File: config.mk
export PLATFORM = sky130hd
export DESIGN_NAME = code_decoder
export DESIGN_NICKNAME = d
export VERILOG_FILES = /design/src/rtl/code_pkg.sv /design/src/rtl/code_decode_lut.sv /design/src/rtl/code_decoder.sv
export SDC_FILE = /design/constraint.sdc
export NUM_CORES = 1
export LEC_CHECK = 0
export CAP_MARGIN = 10
export CORE_MARGIN = 10
export CORE_UTILIZATION = 43
export CTS_BUF_LIST = sky130_fd_sc_hd__clkbuf_4 sky130_fd_sc_hd__clkbuf_8
export CTS_CLUSTER_DIAMETER = 40
export DETAILED_ROUTE_END_ITERATION = 7
export PLACE_DENSITY = 0.81
export SYNTH_ARGS = -nofsm -noshare
export SYNTH_HDL_FRONTEND = slang
export SYNTH_SLANG_ARGS = --single-unit
File: constraint.sdc
create_clock -name clk -period 2.5 [get_ports clk]
set_clock_uncertainty 0.1 [all_clocks]
set_input_delay 0.5 -clock clk [delete_from_list [all_inputs] [get_ports clk]]
set_output_delay 0.5 -clock clk [all_outputs]
set_load 0.1 [all_outputs]
File: src/rtl/code_pkg.sv
// Shared definitions for the 3-bit <-> 7-bit code link.
// Decode tables live here so encoder and decoder stay in lockstep.
package code_pkg;

    localparam int CODE_W = 7;
    localparam int DATA_W = 3;

    typedef enum logic {
        RUN   = 1'b0,
        ALARM = 1'b1
    } state_t;

    // Result packing: {data, illegal}
    function automatic logic [DATA_W:0] decode_pow2(
        input logic [CODE_W-1:0] code
    );
        logic [DATA_W:0] r;
        case (code)
            7'h00:   r = {3'd0, 1'b0};
            7'h01:   r = {3'd1, 1'b0};
            7'h02:   r = {3'd2, 1'b0};
            7'h04:   r = {3'd3, 1'b0};
            7'h08:   r = {3'd4, 1'b0};
            7'h10:   r = {3'd5, 1'b0};
            7'h20:   r = {3'd6, 1'b0};
            7'h40:   r = {3'd7, 1'b0};
            default: r = {3'd0, 1'b1};
        endcase
        return r;
    endfunction

    function automatic logic [DATA_W:0] decode_gray(
        input logic [CODE_W-1:0] code
    );
        logic [DATA_W:0] r;
        if (code[6:3] != 4'd0) begin
            r = {3'd0, 1'b1};
        end else begin
            case (code[2:0])
                3'b000:  r = {3'd0, 1'b0};
                3'b001:  r = {3'd1, 1'b0};
                3'b011:  r = {3'd2, 1'b0};
                3'b010:  r = {3'd3, 1'b0};
                3'b110:  r = {3'd4, 1'b0};
                3'b111:  r = {3'd5, 1'b0};
                3'b101:  r = {3'd6, 1'b0};
                default: r = {3'd7, 1'b0};
            endcase
        end
        return r;
    endfunction

endpackage

File: src/rtl/code_decode_lut.sv
// Combinational codeword lookup: 7-bit code to 3-bit value plus
// an illegal flag; table chosen at elaboration by USE_GRAY.
module code_decode_lut
    import code_pkg::*;
#(
    parameter int USE_GRAY = 0
) (
    input  logic [CODE_W-1:0] code,
    output logic [DATA_W-1:0] data,
    output logic              illegal
);

    logic [DATA_W:0] res;

    generate
        if (USE_GRAY != 0) begin : g_gray
            assign res = decode_gray(code);
        end else begin : g_pow2
            assign res = decode_pow2(code);
        end
    endgenerate

    assign data    = res[DATA_W:1];
    assign illegal = res[0];

endmodule

File: src/rtl/code_decoder.sv
// Streaming codeword decoder with one output register, illegal-word
// accounting and a sticky alarm on runs of illegal codewords.
module code_decoder
    import code_pkg::*;
#(
    parameter int USE_GRAY     = 0,
    parameter int ALARM_THRESH = 4,
    parameter int CNT_W        = 8
) (
    input  logic              clk,
    input  logic              rst,
    input  logic              in_valid,
    output logic              in_ready,
    input  logic [CODE_W-1:0] in_code,
    output logic              out_valid,
    input  logic              out_ready,
    output logic [DATA_W-1:0] out_data,
    output logic              out_err,
    output logic [CNT_W-1:0]  err_count,
    output logic              alarm,
    input  logic              alarm_clr
);

    localparam logic [3:0] THRESH = 4'(ALARM_THRESH);

    state_t            state;
    state_t            state_nx;
    logic [3:0]        consec;
    logic [3:0]        consec_nx;
    logic [DATA_W-1:0] dec_data;
    logic              dec_illegal;
    logic              accept;

    code_decode_lut #(
        .USE_GRAY (USE_GRAY)
    ) u_lut (
        .code    (in_code),
        .data    (dec_data),
        .illegal (dec_illegal)
    );

    assign in_ready = (state == RUN) && (!out_valid || out_ready);
    assign accept   = in_valid && in_ready;
    assign alarm    = (state == ALARM);

    always_comb begin
        state_nx  = state;
        consec_nx = consec;
        case (state)
            RUN: begin
                if (accept) begin
                    if (dec_illegal) begin
                        consec_nx = consec + 4'd1;
                        if (consec_nx == THRESH) begin
                            state_nx = ALARM;
                        end
                    end else begin
                        consec_nx = 4'd0;
                    end
                end
            end
            ALARM: begin
                if (alarm_clr) begin
                    state_nx  = RUN;
                    consec_nx = 4'd0;
                end
            end
            default: begin
                state_nx  = RUN;
                consec_nx = 4'd0;
            end
        endcase
    end

    always_ff @(posedge clk) begin
        if (rst) begin
            state  <= RUN;
            consec <= 4'd0;
        end else begin
            state  <= state_nx;
            consec <= consec_nx;
        end
    end

    // Output register: a new accept wins over a same-cycle drain
    always_ff @(posedge clk) begin
        if (rst) begin
            out_valid <= 1'b0;
            out_data  <= '0;
            out_err   <= 1'b0;
        end else if (accept) begin
            out_valid <= 1'b1;
            out_data  <= dec_illegal ? '0 : dec_data;
            out_err   <= dec_illegal;
        end else if (out_ready) begin
            out_valid <= 1'b0;
        end
    end

    always_ff @(posedge clk) begin
        if (rst) begin
            err_count <= '0;
        end else if (accept && dec_illegal && (err_count != '1)) begin
            err_count <= err_count + 1'b1;
        end
    end

endmodule
; Word level (Yosys, flattened, before mapping)
; Cells that the tools add are included.
[classes]
n_addsub = 2
n_mul = 0
n_div = 0
order_cmp = 0
eq_ne = 11
shift = 0
muxes = 13
bitwise_logic = 1
reduce_logical = 9
[op_table]
columns = operator, count
row1 = 4-bit one-hot mux with 8 select lines, 1
row2 = 4-bit 2-to-1 mux, 3
row3 = "8-bit by 1-bit adder with 8-bit output, second input constant", 1
row4 = "8-bit inequality test, second input constant", 1
row5 = 4-bit one-hot mux with 2 select lines, 1
row6 = "7-bit by 1-bit == test with 1-bit output, second input constant", 1
row7 = "7-bit by 2-bit == test with 1-bit output, second input constant", 1
row8 = "7-bit by 3-bit == test with 1-bit output, second input constant", 1
row9 = "7-bit by 4-bit == test with 1-bit output, second input constant", 1
row10 = "7-bit by 5-bit == test with 1-bit output, second input constant", 1
row11 = "7-bit by 6-bit == test with 1-bit output, second input constant", 1
row12 = "7-bit == test, second input constant", 1
row13 = 7-bit logical NOT, 1
row14 = 1-bit 2-to-1 mux, 6
row15 = "4-bit by 1-bit adder with 4-bit output, second input constant", 1
row16 = "4-bit by 3-bit == test with 1-bit output, second input constant", 1
row17 = 1-bit logical AND, 4
row18 = "2-bit inequality test, second input constant", 2
row19 = 3-bit 2-to-1 mux, 1
row20 = 1-bit one-hot mux with 2 select lines, 1
row21 = 2-bit AND reduction, 1
row22 = 2-bit nonzero test, 1
row23 = 1-bit logical NOT, 1
row24 = 1-bit logical OR, 1
row25 = 1-bit inverter, 1
[word_totals]
reg_bits = 18
latchBits = 0
ram_bits = 0
romBits = 0
input_bits = 12
out_inout_bits = 15
n_memories = 0

; Depth between registers and ports, before layout
; Gate-level depths: netlist (run 1).
[depth]
ltp_word = 6
depth_mapped = 7

; By module
; A second synthesis (run 1) with hierarchy kept.
[unflattened]
cells_unflattened = 122
area_unflattened_um2 = 1031.0
[by_module_without_submodules]
columns = module, n_inst, cells_each, area_per_inst_um2, seq_area_each_um2
row1 = code_decoder, 1, 97, 844.6, 360.3
row2 = code_decode_lut, 1, 25, 186.4, 0.0

; Worst setup path after synthesis (run 1)
; OpenSTA, ideal clock, no wires.
[synth_path]
path_kind = register -> register
startpoint = reg out_valid
endpoint = reg out_data[0]
setup_time_ps = 132
arrival_ps = 2617
path_slack_ps = -349
stages_incl_launch_ff = 6
path_buffers = 0
cell_sequence = dfxtp_1 nor2b_4 nor2_1 nand2_1 nand2_1 a21oi_1
[synth_between]
elab_chain_len = 4
[synth_lines]
columns = element, line
row1 = "start, declared", code_decoder.sv:15  ; output logic out_valid,
row2 = "start signal, assigned", code_decoder.sv:88  ; out_valid <= 1'b0;
row3 = "start signal, assigned", code_decoder.sv:92  ; out_valid <= 1'b1;
row4 = "start signal, assigned", code_decoder.sv:96  ; out_valid <= 1'b0;
row5 = 1-bit logical NOT, code_decoder.sv:42  ; assign in_ready = (state == RUN) && (!out_valid || out_ready);
row6 = 1-bit logical OR, code_decoder.sv:42
row7 = 1-bit logical AND, code_decoder.sv:42
row8 = named net in_ready, code_decoder.sv:13  ; output logic in_ready,
row9 = 1-bit logical AND, code_decoder.sv:43  ; assign accept = in_valid && in_ready;
row10 = "end signal, assigned", code_decoder.sv:93  ; out_data <= dec_illegal ? '0 : dec_data;
row11 = "end, declared", code_decoder.sv:17  ; output logic [DATA_W-1:0] out_data,
; The timed path passes the listed nets, and every way through them passes these cells.
; A chain may end at the register's enable or synchronous reset.

; Final worst setup path (run 1)
[layout_path]
startpoint = in in_code[2]
endpoint = reg err_count[2]
[layout_between]
elab_chain_len = 4
[layout_lines]
columns = element, line
row1 = "start, declared", code_decoder.sv:14  ; input logic [CODE_W-1:0] in_code,
row2 = 7-bit == test (tied with other cells), code_pkg.sv:18  ; case (code)
row3 = 4-bit one-hot mux with 8 select lines *, code_pkg.sv:18
row4 = 1-bit logical AND * (2 in a row), code_decoder.sv:103  ; end else if (accept && dec_illegal && (err_count != '1)) begin
row5 = "end signal, assigned", code_decoder.sv:104  ; err_count <= err_count + 1'b1;
row6 = "end, declared", code_decoder.sv:19  ; output logic [CNT_W-1:0] err_count,
; Every way passes the cells marked *; elsewhere a longest branch is shown, timed or not.

==> impl_metrics.toml, run 1 <==
[outcome]
outcome = "finished clean"

[worst_hold_path]
min_from = "out_data[2]"
min_path_type = "flip-flop to flip-flop"

[power]
pwr-share-comb = 0.290
power_frac_clock = 0.227
p_sw_frac = 0.336
p_switching_uw = 213
internal_power_uw = 420
total_leakage_power_uw = 0.000547
p_per_area_nw_per_um2 = 452
peakVddDrop_mv = 0.362
seqPwrFrac = 0.482

[floorplan]
ios = 27
initial_core_util = 0.447
core_sq_um = 2430
dieHeight_um = 70.3
die_area_sq_um = 4940
die_x_um = 70.3
rows = 18

[sta]
tightest_slew_ps = 539
finalCriticalPeriod_ps = 2280
slew_violations = 0
rsz0062_at_grt = "no"
fmax_ghz = 0.439
slew_headroom = 0.632
finalCritPeriodShare = 0.911
setup-violations-final = 0
hold_viol = 0

[placed_design]
dp.cells = 182
portBuffers = 26
place.gp.congestion = 0.813
dp_hpwl_um = 2110
place_area_sq_um = 1380

[worst_setup_path]
required_ps = 2590
critPathMaxFanout = 12
worst_setup_path_start_kind = "input port"
cp_cell_sequence = "clkdlybuf4s50_1 -> or4_4 -> o211ai_4 -> nor3b_2 -> mux2_4"
crit_type = "input port to flip-flop"
crit_path_max_incr_delay_ps = 600
cp-end-kind = "flip-flop"
arrival_ps = 2370
worstPathBufferInverterCount = 1
crit_family = "simple AND/OR/NAND/NOR gates"
critPathSlowestCell = "or4_4"
critPathLaunch = "in_code[2]"
r2r_start = "err_count[0]"

[yosys]
async_flop_share = 0
postSynthAreaPerCell_sq_um = 8.90
synth-seq-cells = 18
synth.distinct_cells = 44
synth_seq_area_share = 0.332
syn_nets = 136
synth-main-ff-cell = "dfxtp_1"
synthesis.area_sq_um = 1090
synth_warnings = 0
synth_cells = 122
synth_edf_count = 0

[global_routing]
grt_usage = 0.106
grt_pass1_wl_um = 4580
antenna_found_initial = 0
grt_pass1_vias = 1080
grt_start_max_net_pins = 14
grt-ovfl-total = 0

[run]
maxCapViolCount = 0

[cells_and_area]
area_delta_synth_final_pct = 29.0
nets = 171
final_util = 0.576
fillerInstances = 222
finalInstanceArea_sq_um = 1400
drive_gt1_frac = 0.271
diodes = 0
fin_cells = 185

[detailed_routing]
drc = 0
drt_iter0_markers = 56
wl_per_cell_um = 14.6
dr.pass1.iters = 4
wl_um = 2710
ant_nets = 0
vias = 1040
viasPerCell = 5.62

[cts]
htreeDepth = 1
cts_buffers = 3
hold_buffers = 0
post_cts_buffers = 0
cts_sinks = 18
clk_pin_slew_ps = 100
cts_resized = 0
cts.path.max_buffers = 2
tritoncts = "yes"
cts-root-buf = "clkbuf_4"
clock_latency_ps = 290
-- cells in the mapped netlist, types with 2 or more instances --
| cell | count | area, sq um |
|---|---|---|
| dfxtp_1 | 18 | 360 |
| nor2_1 | 11 | 41.3 |
| a21oi_1 | 10 | 50.1 |
| nand3_1 | 8 | 40.0 |
| nand2_1 | 7 | 26.3 |
| o21ai_0 | 7 | 35.0 |
| buf_6 | 5 | 56.3 |
| nor2b_1 | 5 | 31.3 |
| o31ai_1 | 4 | 30.0 |
| or4_1 | 4 | 30.0 |
| and3_1 | 3 | 18.8 |
| xor2_1 | 3 | 26.3 |
| a2111oi_0 | 2 | 17.5 |
| ha_1 | 2 | 25.0 |
| inv_1 | 2 | 7.51 |
| nand2b_1 | 2 | 12.5 |
| o32ai_1 | 2 | 17.5 |
-- worst register-to-register path, delay by kind of cell, from the launching register on --
kind            cells  cell delay, ps
fa+ha+maj           1             240
flops               1             370
compound gates      1             150
simple gates        3             900
-- logic make-up after synthesis --
family,after synthesis,share of synthesized area
xor+xnor,4,0.0323
buf+inv,10,0.0737
mux,2,0.0230
simple gates,49,0.272
flops,18,0.332
fa+ha+maj,3,0.0323
compound gates,36,0.235
-- worst paths after layout --
| kind | end | slack, ps | cells after the start |
|---|---|---|---|
| min | out_data[2] | 370 | 2 |
| max | err_count[2] | 220 | 5 |
| min reg2reg | out_data[2] | 370 | 2 |
| max reg2reg | err_count[5] | 660 | 5 |
-- cell type report --
type | count | area, sq um | area share
multi-input combinational | 94 | 648 | 0.463
sequential | 18 | 360 | 0.257
timing repair buffer | 38 | 325 | 0.232
tap | 30 | 37.5 | 0.0268
clock buffer | 3 | 22.5 | 0.0161
inverter | 2 | 7.51 | 0.00536
-- flip-flops by register name, summed over array words and instances (netlist names) --
name,flops
err_count,8
alarm,1
out_data,3
consec,4
out_valid,1
out_err,1
-- power groups by stage --
stage          sequential (uW)  combinational (uW)  clock [uW]
3_3_place_gp               311                 179           0
4_1_cts                    305                 184         148
2_1_floorplan              360                76.7           0
5_1_grt                    306                 197         155
6_report                   305                 184         144
3_5_place_dp               312                 184           0
-- cell usage in the layout (no fill, tap or decap), types with 3 or more instances in the layout --
| cell type | netlist | final |
|---|---|---|
| buf_4 | 1 | 26 |
| nor2_1 | 11 | 10 |
| clkdlybuf4s50_1 | 0 | 11 |
| dfxtp_1 | 18 | 18 |
| or4_1 | 4 | 4 |
| and3_1 | 3 | 3 |
| o21ai_0 | 7 | 7 |
| o31ai_1 | 4 | 4 |
| clkbuf_4 | 0 | 3 |
| a21oi_1 | 10 | 10 |
| nor2b_1 | 5 | 5 |
| nand3_1 | 8 | 8 |
| nand2_1 | 7 | 7 |
| xor2_1 | 3 | 3 |
-- metal layers --
metal  track usage  up-vias  wire (um)
li1              -      520          -
met1         0.108      491       1150
met2         0.197       25       1400
met3        0.0311        4        121
met4        0.0373        0         35
met5             0        -          0
-- stage by stage --
stage                     total power (uW)  setup WS [ps]  TNS (ps)  hold WS, ps
final                                  633            222         0          371
after floorplan                        437            153         0          359
after CTS                              638            228         0          370
after detailed placement               496          -74.5      -368          348
after global placement                 490          -35.6     -62.5          350
after global routing                   659            120         0          391
No activity file was read; power rests on OpenSTA's default activity.
==> inputs of run 2 (changes only) <==
Settings changed: CORE_ASPECT_RATIO set to 0.9.
==> run 2 against run 1 <==
Net effect: maximum frequency is 1.4% higher; first-iteration DRC count is 8.9% lower; design area is 2.4% higher; register-to-register slack about the same.
==> impl_metrics.toml, run 2 (synthesis results as in run 1) <==
[power]
p_per_area_nw_per_um2 = 466
seqPwrFrac = 0.456
internal_power_uw = 456
total_leakage_power_uw = 0.000568
power_frac_clock = 0.266
p_sw_frac = 0.318
peakVddDrop_mv = 0.265
p_switching_uw = 213
pwr-share-comb = 0.278

[floorplan]
dieHeight_um = 67.7
rows = 17
die_area_sq_um = 4940
core_sq_um = 2420
initial_core_util = 0.448
ios = 27
die_x_um = 73.0

[cts]
htreeDepth = 1
hold_buffers = 0
cts_buffers = 3
clock_latency_ps = 290
cts_sinks = 18
post_cts_buffers = 0
clk_pin_slew_ps = 100
cts_resized = 0
cts-root-buf = "clkbuf_4"
cts.path.max_buffers = 2
tritoncts = "yes"

[run]
maxCapViolCount = 0

[outcome]
outcome = "finished clean"

[placed_design]
place.gp.congestion = 0.783
portBuffers = 26
dp_hpwl_um = 2120
place_area_sq_um = 1400
dp.cells = 183
post-place-ws_ps = -51.7

[detailed_routing]
ant_nets = 0
wl_per_cell_um = 14.0
viasPerCell = 5.43
drt_iter0_markers = 51
dr.pass1.iters = 4
drc = 0
wl_um = 2620
vias = 1016

[cells_and_area]
final_util = 0.592
area_delta_synth_final_pct = 32.1
fin_cells = 187
largest_reg_flops = 8
regMostFlops = "err_count"
nets = 174
top_regs = "err_count (8), consec (4), out_data (3)"
fillerInstances = 229
finalInstanceArea_sq_um = 1440
final_cell_mix = "buf_4, dfxtp_1, clkdlybuf4s50_1"
diodes = 0
final_common_cell = "buf_4"
drive_gt1_frac = 0.289

[sta]
fmax_ghz = 0.445
finalCritPeriodShare = 0.898
finalCriticalPeriod_ps = 2250
slew_violations = 0
setup-violations-final = 0
slew_headroom = 0.639
holdWs_ps = 372
hold_viol = 0
layout_setup_ws_ps = 254
rsz0062_at_grt = "no"
tightest_slew_ps = 528

[global_routing]
antenna_found_initial = 0
grt_usage = 0.109
grt_pass1_wl_um = 4410
grt-ovfl-total = 0
grt_pass1_vias = 1011
grt_start_max_net_pins = 19

[worst_setup_path]
required_ps = 2620
critPathSlowestCell = "clkdlybuf4s50_1"
critPathMaxFanout = 13
cp-end-kind = "flip-flop"
cp_cell_sequence = "clkdlybuf4s50_1 -> a2111oi_0 -> buf_4 -> o21ai_2 -> o211ai_4 -> or4_1 -> a21oi_1"
worst_setup_path_start_kind = "input port"
crit_path_max_incr_delay_ps = 540
arrival_ps = 2360
crit_type = "input port to flip-flop"

[worst_hold_path]
min_path_type = "flip-flop to flip-flop"
[run 2: changes by cell type in the layout (fill, tap and decap cells not counted), sizes merged]
cell    delta
clkbuf     +1
buf        +3
[run 2: final timing paths]
path,depth (start not counted),end,slack (ps),startpoint
worst min register to register,2,out_data[2],370,out_data[2]
worst max-delay path,7,err_count[7],250,in_code[0]
worst min-delay path,2,out_data[2],370,out_data[2]
worst max register to register,5,err_count[7],660,out_valid
[run 2: layout make-up]
class / instances / area, sq um / area share
Multi-Input combinational cell: 94 / 648 / 0.452
Inverter: 2 / 7.51 / 0.00523
Clock buffer: 4 / 36.3 / 0.0253
Tap cell: 28 / 35.0 / 0.0244
Timing Repair Buffer: 41 / 348 / 0.242
Sequential cell: 18 / 360 / 0.251
[run 2: routing by layer]
layer,share of wire,global-route usage
met5,0,0
met3,0.057,0.0322
met2,0.47,0.190
met4,0.021,0.0569
met1,0.45,0.116
[run 2: through the flow]
stage	setup TNS (ps)	total power (uW)
floorplan	0	437
global placement	0	494
detailed placement	-121	498
CTS	0	674
global route	0	700
finish	0	669
[run 2: power by group through the flow]
stage          registers, uW  logic (uW)  clock network [uW]
2_1_floorplan            360        76.7                   0
3_3_place_gp             311         183                   0
3_5_place_dp             312         186                   0
4_1_cts                  305         187                 183
5_1_grt                  306         200                 194
6_report                 305         186                 178
[run 2: worst max-delay path: cells and delay by family]
family	cells	cell delay [ps]
compound gates	4	650
buf+inv	2	690
simple gates	1	530
